### src/rtl/hazard_scoreboard.sv
// Register scoreboard and pipeline control for an in-order core: data/structural stalls plus branch-resolve squash.
// Optional stall-cycle performance counter is built when HAZARD_SCOREBOARD_PERF_EN is defined.
module hazard_scoreboard #(
  parameter  int NUM_REGS = 32,
  parameter  int LAT_W    = 4,
  localparam int REG_AW   = $clog2(NUM_REGS)
) (
  input  logic                clk_i,
  input  logic                rst_i,
  input  logic                id_valid_i,
  input  logic [REG_AW-1:0]   id_rs1_addr_i,
  input  logic [REG_AW-1:0]   id_rs2_addr_i,
  input  logic                id_is_rs2_i,
  input  logic [REG_AW-1:0]   id_rd_addr_i,
  input  logic                id_rd_wren_i,
  input  logic                id_is_jump_i,
  input  logic                id_is_long_i,
  input  logic [LAT_W-1:0]    id_long_lat_i,
  input  logic                ex_br_valid_i,
  input  logic                wb_rd_wren_i,
  input  logic [REG_AW-1:0]   wb_rd_addr_i,
  output logic                pc_enable_o,
  output logic                id_enable_o,
  output logic                id_flush_o,
  output logic                ex_flush_o,
  output logic [NUM_REGS-1:0] busy_o,
  output logic [31:0]         stall_cnt_o
);

  typedef enum logic {IDLE, RESOLVE} state_t;

  state_t              state_q, state_d;
  logic [NUM_REGS-1:0] busy_q, busy_d;
  logic [LAT_W-1:0]    lat_cnt_q, lat_cnt_d;

  logic data_haz;
  logic struct_haz;
  logic stall;
  logic issue;

  always_comb begin
    data_haz   = id_valid_i & (busy_q[id_rs1_addr_i]
                             | (id_is_rs2_i & busy_q[id_rs2_addr_i])
                             | (id_rd_wren_i & busy_q[id_rd_addr_i]));
    struct_haz = id_valid_i & id_is_long_i & (lat_cnt_q != '0);
    stall      = !rst_i & (data_haz | struct_haz);
  end

  // Priority: reset, then hazard stall, then the branch-resolve FSM.
  always_comb begin
    pc_enable_o = 1'b1;
    id_enable_o = 1'b1;
    id_flush_o  = 1'b0;
    ex_flush_o  = 1'b0;
    if (rst_i) begin
      pc_enable_o = 1'b0;
      id_enable_o = 1'b0;
      id_flush_o  = 1'b1;
      ex_flush_o  = 1'b1;
    end else if (stall) begin
      pc_enable_o = 1'b0;
      id_enable_o = 1'b0;
      ex_flush_o  = 1'b1;
    end else if (state_q == RESOLVE) begin
      pc_enable_o = ex_br_valid_i;
      id_flush_o  = 1'b1;
    end else if (id_valid_i && id_is_jump_i) begin
      pc_enable_o = 1'b0;
    end
  end

  assign issue = id_valid_i & id_enable_o & !id_flush_o;

  always_comb begin
    state_d = state_q;
    case (state_q)
      IDLE:    if (issue && id_is_jump_i) state_d = RESOLVE;
      RESOLVE: if (ex_br_valid_i)         state_d = IDLE;
      default: state_d = IDLE;
    endcase
  end

  // A same-cycle set wins over a clear so a freshly issued writer stays tracked.
  for (genvar gi = 0; gi < NUM_REGS; gi++) begin : g_busy
    if (gi == 0) begin : g_zero
      assign busy_d[gi] = 1'b0;
    end else begin : g_reg
      logic set_bit;
      logic clr_bit;
      assign set_bit    = issue & id_rd_wren_i & (id_rd_addr_i == REG_AW'(gi));
      assign clr_bit    = wb_rd_wren_i & (wb_rd_addr_i == REG_AW'(gi));
      assign busy_d[gi] = set_bit | (busy_q[gi] & !clr_bit);
    end
  end

  always_comb begin
    lat_cnt_d = lat_cnt_q;
    if (issue && id_is_long_i) begin
      lat_cnt_d = id_long_lat_i;
    end else if (lat_cnt_q != '0) begin
      lat_cnt_d = lat_cnt_q - LAT_W'(1);
    end
  end

  always_ff @(posedge clk_i) begin
    if (rst_i) begin
      state_q   <= IDLE;
      busy_q    <= '0;
      lat_cnt_q <= '0;
    end else begin
      state_q   <= state_d;
      busy_q    <= busy_d;
      lat_cnt_q <= lat_cnt_d;
    end
  end

  assign busy_o = busy_q;

`ifdef HAZARD_SCOREBOARD_PERF_EN
  logic [31:0] stall_cnt_q, stall_cnt_d;

  always_comb begin
    stall_cnt_d = stall_cnt_q;
    if (stall) stall_cnt_d = stall_cnt_q + 32'd1;
  end

  always_ff @(posedge clk_i) begin
    if (rst_i) stall_cnt_q <= '0;
    else       stall_cnt_q <= stall_cnt_d;
  end

  assign stall_cnt_o = stall_cnt_q;
`else
  assign stall_cnt_o = 32'd0;
`endif

endmodule

### config.mk
export PLATFORM = sky130hd
export DESIGN_NAME = hazard_scoreboard
export DESIGN_NICKNAME = d
export VERILOG_FILES = /design/src/rtl/hazard_scoreboard.sv
export SDC_FILE = /design/constraint.sdc
export NUM_CORES = 1
export LEC_CHECK = 0
export CORE_MARGIN = 2
export CORE_UTILIZATION = 35
export DETAILED_ROUTE_END_ITERATION = 8
export DONT_BUFFER_PORTS = 1
export HOLD_SLACK_MARGIN = 0.06
export SLEW_MARGIN = 25
export SYNTH_ARGS = -nofsm -noshare
export SYNTH_HDL_FRONTEND = slang
export SYNTH_SLANG_ARGS = --single-unit
### constraint.sdc
create_clock -name clk_i -period 6.5 [get_ports clk_i]
set_input_delay 1.95 -clock clk_i [delete_from_list [all_inputs] [get_ports clk_i]]
set_output_delay 1.95 -clock clk_i [all_outputs]
set_load 0.05 [all_outputs]
==> report_table.html, run 1 <==
<table>
<tr><th>Metric</th><th>Value</th></tr>
<tr><th colspan="2">Cells and area</th></tr>
<tr><td>Proportion of layout cells with a drive suffix above 1</td><td>15.76%</td></tr>
<tr><td>Inserted Diodes</td><td>0</td></tr>
<tr><td>Final instance area</td><td>2947 um^2</td></tr>
<tr><td>Area of the multi-input gates</td><td>1901 um^2</td></tr>
<tr><td>Final-stage net count</td><td>344</td></tr>
<tr><td>Area growth from synthesis to layout</td><td>-0.3384%</td></tr>
<tr><td>Utilization after layout</td><td>35.86%</td></tr>
<tr><td>Top library cells by usage in the layout, fill and taps aside</td><td>sky130_fd_sc_hd__dfxtp_1, sky130_fd_sc_hd__conb_1, sky130_fd_sc_hd__nand3_1, sky130_fd_sc_hd__nand2_1, sky130_fd_sc_hd__o21ai_0</td></tr>
<tr><td>Count of filler cells inserted in the layout</td><td>853</td></tr>
<tr><td>Footprint of the flip-flops and latches</td><td>720.7 um^2</td></tr>
<tr><td>Most common library cell in the layout ignoring fill and taps</td><td>sky130_fd_sc_hd__dfxtp_1</td></tr>
<tr><th colspan="2">Worst setup path</th></tr>
<tr><td>Critical path, cell by cell</td><td>mux4_1, mux4_2, nand2b_4, o311ai_4, a21boi_0, or2_2</td></tr>
<tr><td>WS Path Type</td><td>input port to output pin</td></tr>
<tr><td>Data arrival time of the critical path</td><td>3.95 ns</td></tr>
<tr><td>Data required time of the worst path</td><td>4.55 ns</td></tr>
<tr><td>Maximum fanout encountered on the critical timing path</td><td>10</td></tr>
<tr><td>Maximum cell stage delay along the critical path</td><td>0.53 ns</td></tr>
<tr><td>Buffering stage count on the worst path with inverters included</td><td>0</td></tr>
<tr><td>Worst r2r src</td><td>busy_o[17]</td></tr>
<tr><td>Critical Path Start Type</td><td>input port</td></tr>
<tr><td>Type of destination of the critical path</td><td>output pin</td></tr>
<tr><td>Worst path top cell family by delay</td><td>multiplexers</td></tr>
<tr><td>CP startpoint</td><td>id_rs2_addr_i[0]</td></tr>
<tr><td>Critical-path cell with the highest stage delay</td><td>sky130_fd_sc_hd__mux4_1</td></tr>
<tr><th colspan="2">Pwr</th></tr>
<tr><td>Cell leakage power</td><td>0.001052 uW</td></tr>
<tr><td>Max rail drop VDD</td><td>0.1346 mV</td></tr>
<tr><td>Post-layout total power</td><td>630.2 uW</td></tr>
<tr><td>Power per Cell Area</td><td>213.9 nW/um^2</td></tr>
<tr><th colspan="2">CTS</th></tr>
<tr><td>Num CTS Buffers</td><td>5</td></tr>
<tr><td>Root cell of the clock tree</td><td>sky130_fd_sc_hd__clkbuf_8</td></tr>
<tr><td>Number of setup buffers added after CTS</td><td>0</td></tr>
<tr><td>CTS tree</td><td>yes</td></tr>
<tr><td>Largest buffer count on any clock path</td><td>2</td></tr>
<tr><td>Clock Pin Slew Worst Setup and Hold Paths</td><td>0.06 ns</td></tr>
<tr><td>H-tree levels</td><td>2</td></tr>
<tr><td>Insertion delay to the later sink of the worst-skew pair</td><td>0.29 ns</td></tr>
<tr><td>Post-CTS Resized</td><td>0</td></tr>
<tr><td>Clock sink count</td><td>36</td></tr>
<tr><td>Hold bufs inserted after CTS</td><td>0</td></tr>
<tr><th colspan="2">Drt</th></tr>
<tr><td>Wirelength per Cell</td><td>20.51 um</td></tr>
<tr><td>Via-per-instance ratio</td><td>5.954</td></tr>
<tr><td>Drc violations</td><td>0</td></tr>
<tr><td>Post-detailed-route count of antenna-violating nets</td><td>0</td></tr>
<tr><td>DRT Pass-1 Iters</td><td>5</td></tr>
<tr><td>Total number of vias</td><td>2477</td></tr>
<tr><td>Detailed-route wire length</td><td>8.532 mm</td></tr>
<tr><td>Drt initial violations</td><td>189</td></tr>
<tr><th colspan="2">Synth</th></tr>
<tr><td>Count of mapped cells out of synthesis</td><td>322</td></tr>
<tr><td>Ys async rst share</td><td>0%</td></tr>
<tr><td>Proportion of netlist area held by the largest area contributor</td><td>24.38%</td></tr>
<tr><td>Largest area contributor in the synthesized netlist</td><td>sky130_fd_sc_hd__dfxtp_1</td></tr>
<tr><td>Post-synthesis area per instance</td><td>9.182 um^2</td></tr>
<tr><td>Sequential element share of the synthesized area</td><td>24.38%</td></tr>
<tr><td>Synth top area cells</td><td>sky130_fd_sc_hd__dfxtp_1, sky130_fd_sc_hd__buf_4, sky130_fd_sc_hd__mux4_2, sky130_fd_sc_hd__mux4_1, sky130_fd_sc_hd__mux2i_1</td></tr>
<tr><td>Flip-flop and latch count after synthesis</td><td>36</td></tr>
<tr><td>Flip-flop cell with the highest count after synthesis</td><td>sky130_fd_sc_hd__dfxtp_1</td></tr>
<tr><td>Post-synthesis cell area</td><td>2957 um^2</td></tr>
<tr><td>EDFF count, synth</td><td>0</td></tr>
<tr><td>Yosys cell types</td><td>55</td></tr>
<tr><td>Number of warnings printed during yosys synthesis</td><td>0</td></tr>
<tr><th colspan="2">Global routing</th></tr>
<tr><td>Overall overflow remaining after global route</td><td>0</td></tr>
<tr><td>Antenna violations before repair</td><td>0</td></tr>
<tr><td>First-pass GRT wire length</td><td>12.78 mm</td></tr>
<tr><td>Via count of the first global-routing pass</td><td>2307</td></tr>
<tr><td>Pin count of the biggest net entering global routing</td><td>32</td></tr>
<tr><td>Global-route total usage across every layer</td><td>18.37%</td></tr>
<tr><th colspan="2">STA</th></tr>
<tr><td>Worst max-slew margin expressed relative to the limit</td><td>46.47%</td></tr>
<tr><td>Minimum period implied by the final worst setup slack</td><td>5.900 ns</td></tr>
<tr><td>Hold violation count in the final report</td><td>0</td></tr>
<tr><td>Final-report max-slew violation count</td><td>0</td></tr>
<tr><td>Post-Route Skew</td><td>0.008983 ns</td></tr>
<tr><td>Setup repair after global routing missed its margin</td><td>no</td></tr>
<tr><td>Worst hold margin</td><td>0.5297 ns</td></tr>
<tr><td>Crit share post-route</td><td>90.77%</td></tr>
<tr><td>Transition time at the pin with the least slew margin</td><td>0.7968 ns</td></tr>
<tr><td>Max Freq</td><td>0.1695 GHz</td></tr>
<tr><td>Final TNS setup</td><td>0 ns</td></tr>
<tr><td>Final count of negative-setup-slack endpoints</td><td>0</td></tr>
<tr><th colspan="2">Min path</th></tr>
<tr><td>Worst hold start</td><td>state_q</td></tr>
<tr><td>Min-delay worst type</td><td>flop to flop</td></tr>
<tr><th colspan="2">Run</th></tr>
<tr><td>Max capacitance violation total</td><td>0</td></tr>
<tr><th colspan="2">Die</th></tr>
<tr><td>Top-Level Pins</td><td>101</td></tr>
<tr><td>Horizontal die dimension</td><td>95.91 um</td></tr>
<tr><td>Die height</td><td>95.91 um</td></tr>
<tr><td>Die area</td><td>9199 um^2</td></tr>
<tr><td>Core outline area</td><td>8217 um^2</td></tr>
<tr><td>Core Rows</td><td>33</td></tr>
<tr><td>Initial Util</td><td>35.98%</td></tr>
<tr><th colspan="2">Place</th></tr>
<tr><td>Port buffer count</td><td>0</td></tr>
<tr><td>Placed inst area</td><td>2839 um^2</td></tr>
<tr><td>Weighted congestion reported at the end of routability-driven placement</td><td>0.8519</td></tr>
<tr><td>Post-detail-place hpwl</td><td>6.474 mm</td></tr>
<tr><th colspan="2">Outcome</th></tr>
<tr><td>Status</td><td>complete, no violations</td></tr>
</table>
==> metal layers <==
layer / up-vias / track usage [%] / routed length, um
met1: 1221 / 23.77 / 3447
met5: - / 0 / 0
li1: 1124 / - / -
met4: 0 / 4.167 / 97
met2: 124 / 30.94 / 4172
met3: 8 / 4.464 / 814
==> layout make-up <==
cell class / count / area share, %
multi-input combinational: 250 / 64.50
tap: 105 / 4.459
sequential: 36 / 24.46
clock inverter: 2 / 1.189
timing repair buffer: 6 / 1.529
clock buffer: 6 / 2.463
inverter: 11 / 1.401
==> Yosys cell counts (3+ instances only) <==
cell type,instances
sky130_fd_sc_hd__nand2_1,20
sky130_fd_sc_hd__buf_4,39
sky130_fd_sc_hd__nor2_1,17
sky130_fd_sc_hd__mux2i_1,12
sky130_fd_sc_hd__nand4b_1,4
sky130_fd_sc_hd__nand3_1,22
sky130_fd_sc_hd__mux4_1,5
sky130_fd_sc_hd__mux4_2,13
sky130_fd_sc_hd__mux2_2,5
sky130_fd_sc_hd__dfxtp_1,36
sky130_fd_sc_hd__o21ai_0,19
sky130_fd_sc_hd__clkbuf_1,9
sky130_fd_sc_hd__nand3b_1,3
sky130_fd_sc_hd__buf_6,4
sky130_fd_sc_hd__o211ai_1,10
sky130_fd_sc_hd__or3_1,3
sky130_fd_sc_hd__nor2b_1,3
sky130_fd_sc_hd__o21ai_2,4
sky130_fd_sc_hd__a21oi_1,11
sky130_fd_sc_hd__o311ai_0,8
sky130_fd_sc_hd__nand4_1,6
sky130_fd_sc_hd__nand4_4,4
sky130_fd_sc_hd__o41ai_1,3
sky130_fd_sc_hd__o21ai_1,5
sky130_fd_sc_hd__nand2b_1,8
sky130_fd_sc_hd__nor3_1,4
sky130_fd_sc_hd__o22ai_1,4
sky130_fd_sc_hd__inv_1,10
==> where the power goes <==
| part | internal (uW) | switching, uW | total (uW) | leakage [uW] |
|---|---|---|---|---|
| Sequential | 232 | 13.0 | 245 | 0.000291 |
| Clock | 114 | 80.2 | 194 | 0.0000552 |
| Combinational | 60.3 | 131 | 192 | 0.000706 |
==> worst min-delay path: stages (launching register included) <==
cell,delay [ns]
sky130_fd_sc_hd__dfxtp_1,0.34
sky130_fd_sc_hd__nand2b_1,0.09
sky130_fd_sc_hd__a21oi_1,0.06
==> cell families after synthesis <==
group | Yosys count | synth area share (%)
adder cells (fa/ha/maj) | 1 | 0.4231
multiplexers | 36 | 20.82
AO/OA/AOI/OAI | 74 | 17.52
AND/OR/NAND/NOR | 105 | 21.03
flip-flops | 36 | 24.38
XOR/XNOR | 1 | 0.2963
other | 1 | 0.1268
buffers and inverters | 68 | 15.40
==> worst paths after layout <==
kind / endpoint / depth (start not counted) / slack [ns]
setup / recovery: ex_flush_o / 6 / 0.60
hold / removal: state_q / 2 / 0.53
setup reg to reg: busy_o[1] / 7 / 3.68
hold reg to reg: state_q / 2 / 0.53
==> flip-flops by register name, summed over array words and instances (netlist names) <==
| name | cells |
|---|---|
| busy_o | 31 |
| lat_cnt_q | 4 |
| state_q | 1 |
==> metrics by stage <==
| stage | cells | setup slack [ns] |
|---|---|---|
| 2_1_floorplan | 354 | 0.06564 |
| 3_3_place_gp | 408 | 0.6464 |
| 3_5_place_dp | 408 | 0.6055 |
| 4_1_cts | 416 | 0.5933 |
| 5_1_grt | 416 | 0.5615 |
| 6_report | 416 | 0.5997 |
No activity file was read; power rests on OpenSTA's default activity.
==> run 2: changes to the inputs <==
CELL_PAD_IN_SITES_DETAIL_PLACEMENT = 1   (was not set)
CELL_PAD_IN_SITES_GLOBAL_PLACEMENT = 2   (was not set)
MAX_ROUTING_LAYER = met4   (was not set)
PLACE_DENSITY_LB_ADDON = 0.1   (was not set)
==> report_table.html, run 2 (synthesized netlist as in run 1, its figures left out) <==
<table>
<tr><th>Metric</th><th>Value</th></tr>
<tr><th colspan="2">Cells and area</th></tr>
<tr><td>Area growth from synthesis to layout</td><td>-0.3384%</td></tr>
<tr><td>Area of the multi-input gates</td><td>1901 um^2</td></tr>
<tr><td>Inserted Diodes</td><td>0</td></tr>
<tr><td>Top library cells by usage in the layout, fill and taps aside</td><td>sky130_fd_sc_hd__dfxtp_1, sky130_fd_sc_hd__conb_1, sky130_fd_sc_hd__nand3_1, sky130_fd_sc_hd__nand2_1, sky130_fd_sc_hd__o21ai_0</td></tr>
<tr><td>Count of filler cells inserted in the layout</td><td>971</td></tr>
<tr><td>Footprint of the flip-flops and latches</td><td>720.7 um^2</td></tr>
<tr><td>Proportion of layout cells with a drive suffix above 1</td><td>16.61%</td></tr>
<tr><td>Flip-flop count of the largest register after layout</td><td>31</td></tr>
<tr><td>Most common library cell in the layout ignoring fill and taps</td><td>sky130_fd_sc_hd__dfxtp_1</td></tr>
<tr><td>Final-stage net count</td><td>346</td></tr>
<tr><th colspan="2">Worst setup path</th></tr>
<tr><td>Critical Path Start Type</td><td>input port</td></tr>
<tr><td>Type of destination of the critical path</td><td>output pin</td></tr>
<tr><td>Critical-path cell with the highest stage delay</td><td>sky130_fd_sc_hd__or3_1</td></tr>
<tr><td>WS Path Type</td><td>input port to output pin</td></tr>
<tr><td>Maximum fanout encountered on the critical timing path</td><td>10</td></tr>
<tr><td>Critical path, cell by cell</td><td>or2_0, or3_1, o2111ai_1, o221ai_1, o311a_2, a21boi_0, or2_2</td></tr>
<tr><td>Data arrival time of the critical path</td><td>3.93 ns</td></tr>
<tr><td>Maximum cell stage delay along the critical path</td><td>0.44 ns</td></tr>
<tr><td>Data required time of the worst path</td><td>4.55 ns</td></tr>
<tr><th colspan="2">Global routing</th></tr>
<tr><td>Overall overflow remaining after global route</td><td>0</td></tr>
<tr><td>Global-route total usage across every layer</td><td>22.89%</td></tr>
<tr><td>Via count of the first global-routing pass</td><td>2489</td></tr>
<tr><td>Pin count of the biggest net entering global routing</td><td>37</td></tr>
<tr><td>First-pass GRT wire length</td><td>14.87 mm</td></tr>
<tr><td>Antenna violations before repair</td><td>0</td></tr>
<tr><th colspan="2">STA</th></tr>
<tr><td>Final count of negative-setup-slack endpoints</td><td>0</td></tr>
<tr><td>Post-Route Skew</td><td>0.007566 ns</td></tr>
<tr><td>Transition time at the pin with the least slew margin</td><td>0.7814 ns</td></tr>
<tr><td>Final TNS setup</td><td>0 ns</td></tr>
<tr><td>Max Freq</td><td>0.1702 GHz</td></tr>
<tr><td>Worst max-slew margin expressed relative to the limit</td><td>47.83%</td></tr>
<tr><td>Final-report max-slew violation count</td><td>0</td></tr>
<tr><td>Crit share post-route</td><td>90.40%</td></tr>
<tr><td>Setup repair after global routing missed its margin</td><td>no</td></tr>
<tr><td>Hold violation count in the final report</td><td>0</td></tr>
<tr><td>Minimum period implied by the final worst setup slack</td><td>5.876 ns</td></tr>
<tr><th colspan="2">Drt</th></tr>
<tr><td>Total number of vias</td><td>2460</td></tr>
<tr><td>Via-per-instance ratio</td><td>5.885</td></tr>
<tr><td>Post-detailed-route count of antenna-violating nets</td><td>0</td></tr>
<tr><td>Drc violations</td><td>0</td></tr>
<tr><td>Wirelength per Cell</td><td>23.44 um</td></tr>
<tr><td>DRT Pass-1 Iters</td><td>4</td></tr>
<tr><td>Detailed-route wire length</td><td>9.796 mm</td></tr>
<tr><td>Drt initial violations</td><td>111</td></tr>
<tr><th colspan="2">CTS</th></tr>
<tr><td>Post-CTS Resized</td><td>0</td></tr>
<tr><td>Clock Pin Slew Worst Setup and Hold Paths</td><td>0.08 ns</td></tr>
<tr><td>Num CTS Buffers</td><td>5</td></tr>
<tr><td>Clock sink count</td><td>36</td></tr>
<tr><td>Root cell of the clock tree</td><td>sky130_fd_sc_hd__clkbuf_8</td></tr>
<tr><td>Insertion delay to the later sink of the worst-skew pair</td><td>0.29 ns</td></tr>
<tr><td>CTS tree</td><td>yes</td></tr>
<tr><td>Number of setup buffers added after CTS</td><td>0</td></tr>
<tr><td>Hold bufs inserted after CTS</td><td>0</td></tr>
<tr><td>H-tree levels</td><td>2</td></tr>
<tr><td>Largest buffer count on any clock path</td><td>2</td></tr>
<tr><th colspan="2">Pwr</th></tr>
<tr><td>Post-layout total power</td><td>607.1 uW</td></tr>
<tr><td>Power per Cell Area</td><td>206.0 nW/um^2</td></tr>
<tr><td>Max rail drop VDD</td><td>0.08529 mV</td></tr>
<tr><td>Cell leakage power</td><td>0.001057 uW</td></tr>
<tr><th colspan="2">Die</th></tr>
<tr><td>Top-Level Pins</td><td>101</td></tr>
<tr><td>Die area</td><td>9199 um^2</td></tr>
<tr><td>Core Rows</td><td>33</td></tr>
<tr><td>Die height</td><td>95.91 um</td></tr>
<tr><td>Initial Util</td><td>35.98%</td></tr>
<tr><td>Core outline area</td><td>8217 um^2</td></tr>
<tr><td>Horizontal die dimension</td><td>95.91 um</td></tr>
<tr><th colspan="2">Outcome</th></tr>
<tr><td>Status</td><td>complete, no violations</td></tr>
<tr><th colspan="2">Place</th></tr>
<tr><td>Post-detail-place hpwl</td><td>7.602 mm</td></tr>
<tr><td>Weighted congestion reported at the end of routability-driven placement</td><td>0.8177</td></tr>
<tr><td>Port buffer count</td><td>0</td></tr>
<tr><th colspan="2">Min path</th></tr>
<tr><td>Min-delay worst type</td><td>flop to flop</td></tr>
<tr><th colspan="2">Run</th></tr>
<tr><td>Max capacitance violation total</td><td>0</td></tr>
</table>
[run 2: changes by cell type in the layout (fill, tap and decap cells not counted)]
| cell | change |
|---|---|
| sky130_fd_sc_hd__buf_4 | +2 |
| sky130_fd_sc_hd__bufinv_16 | -1 |
| sky130_fd_sc_hd__clkbuf_1 | -1 |
| sky130_fd_sc_hd__clkbuf_8 | +1 |
| sky130_fd_sc_hd__clkinv_2 | +1 |
[run 2: through the flow]
step	util (%)	cells	area [um^2]	hold WS (ns)	worst slack (ns)
finish	35.86	418	2947	0.5341	0.6243
CTS	35.86	418	2947	0.5361	0.6290
global placement	34.73	410	2854	0.5207	0.6749
floorplan	-	354	3077	0.4903	0.06564
global route	35.86	418	2947	0.5688	0.5325
detailed placement	34.73	410	2854	0.5249	0.6289
[run 2: worst paths after layout]
check                  startpoint         end  slack [ns]  cells after the start
setup reg to reg       busy_o[22]  busy_o[14]        3.74                      7
hold reg to reg           state_q     state_q        0.53                      2
setup / recovery  id_rd_addr_i[2]  ex_flush_o        0.62                      7
hold / removal            state_q     state_q        0.53                      2
[run 2: layer usage]
layer	part of all wire (%)	routed length (um)	vias up	global-route usage [%]
li1	-	-	1126	-
met1	44	4285	1230	29.85
met2	48	4670	98	36.89
met3	7.8	764	6	4.777
met4	0.78	76	0	4.762
met5	0	0	-	-
[run 2: layout make-up]
class	instances	share of cell area [%]
multi-input combinational	250	64.50
sequential	36	24.46
tap	105	4.459
clock buffer	6	2.803
timing repair buffer	8	2.038
inverter	11	1.401
clock inverter	2	0.3397
[run 2: critical path: cells and delay by family]
kind,cells,cell delay (ns)
AOI/OAI and AO/OA,4,0.76
and+or+nand+nor,3,1.21
[run 2: power breakdown]
group | switching, uW | total, uW | internal (uW) | leakage [uW]
logic | 129 | 190 | 61.2 | 0.000715
registers | 13.3 | 245 | 231 | 0.000291
clock network | 87.6 | 172 | 84.8 | 0.0000510
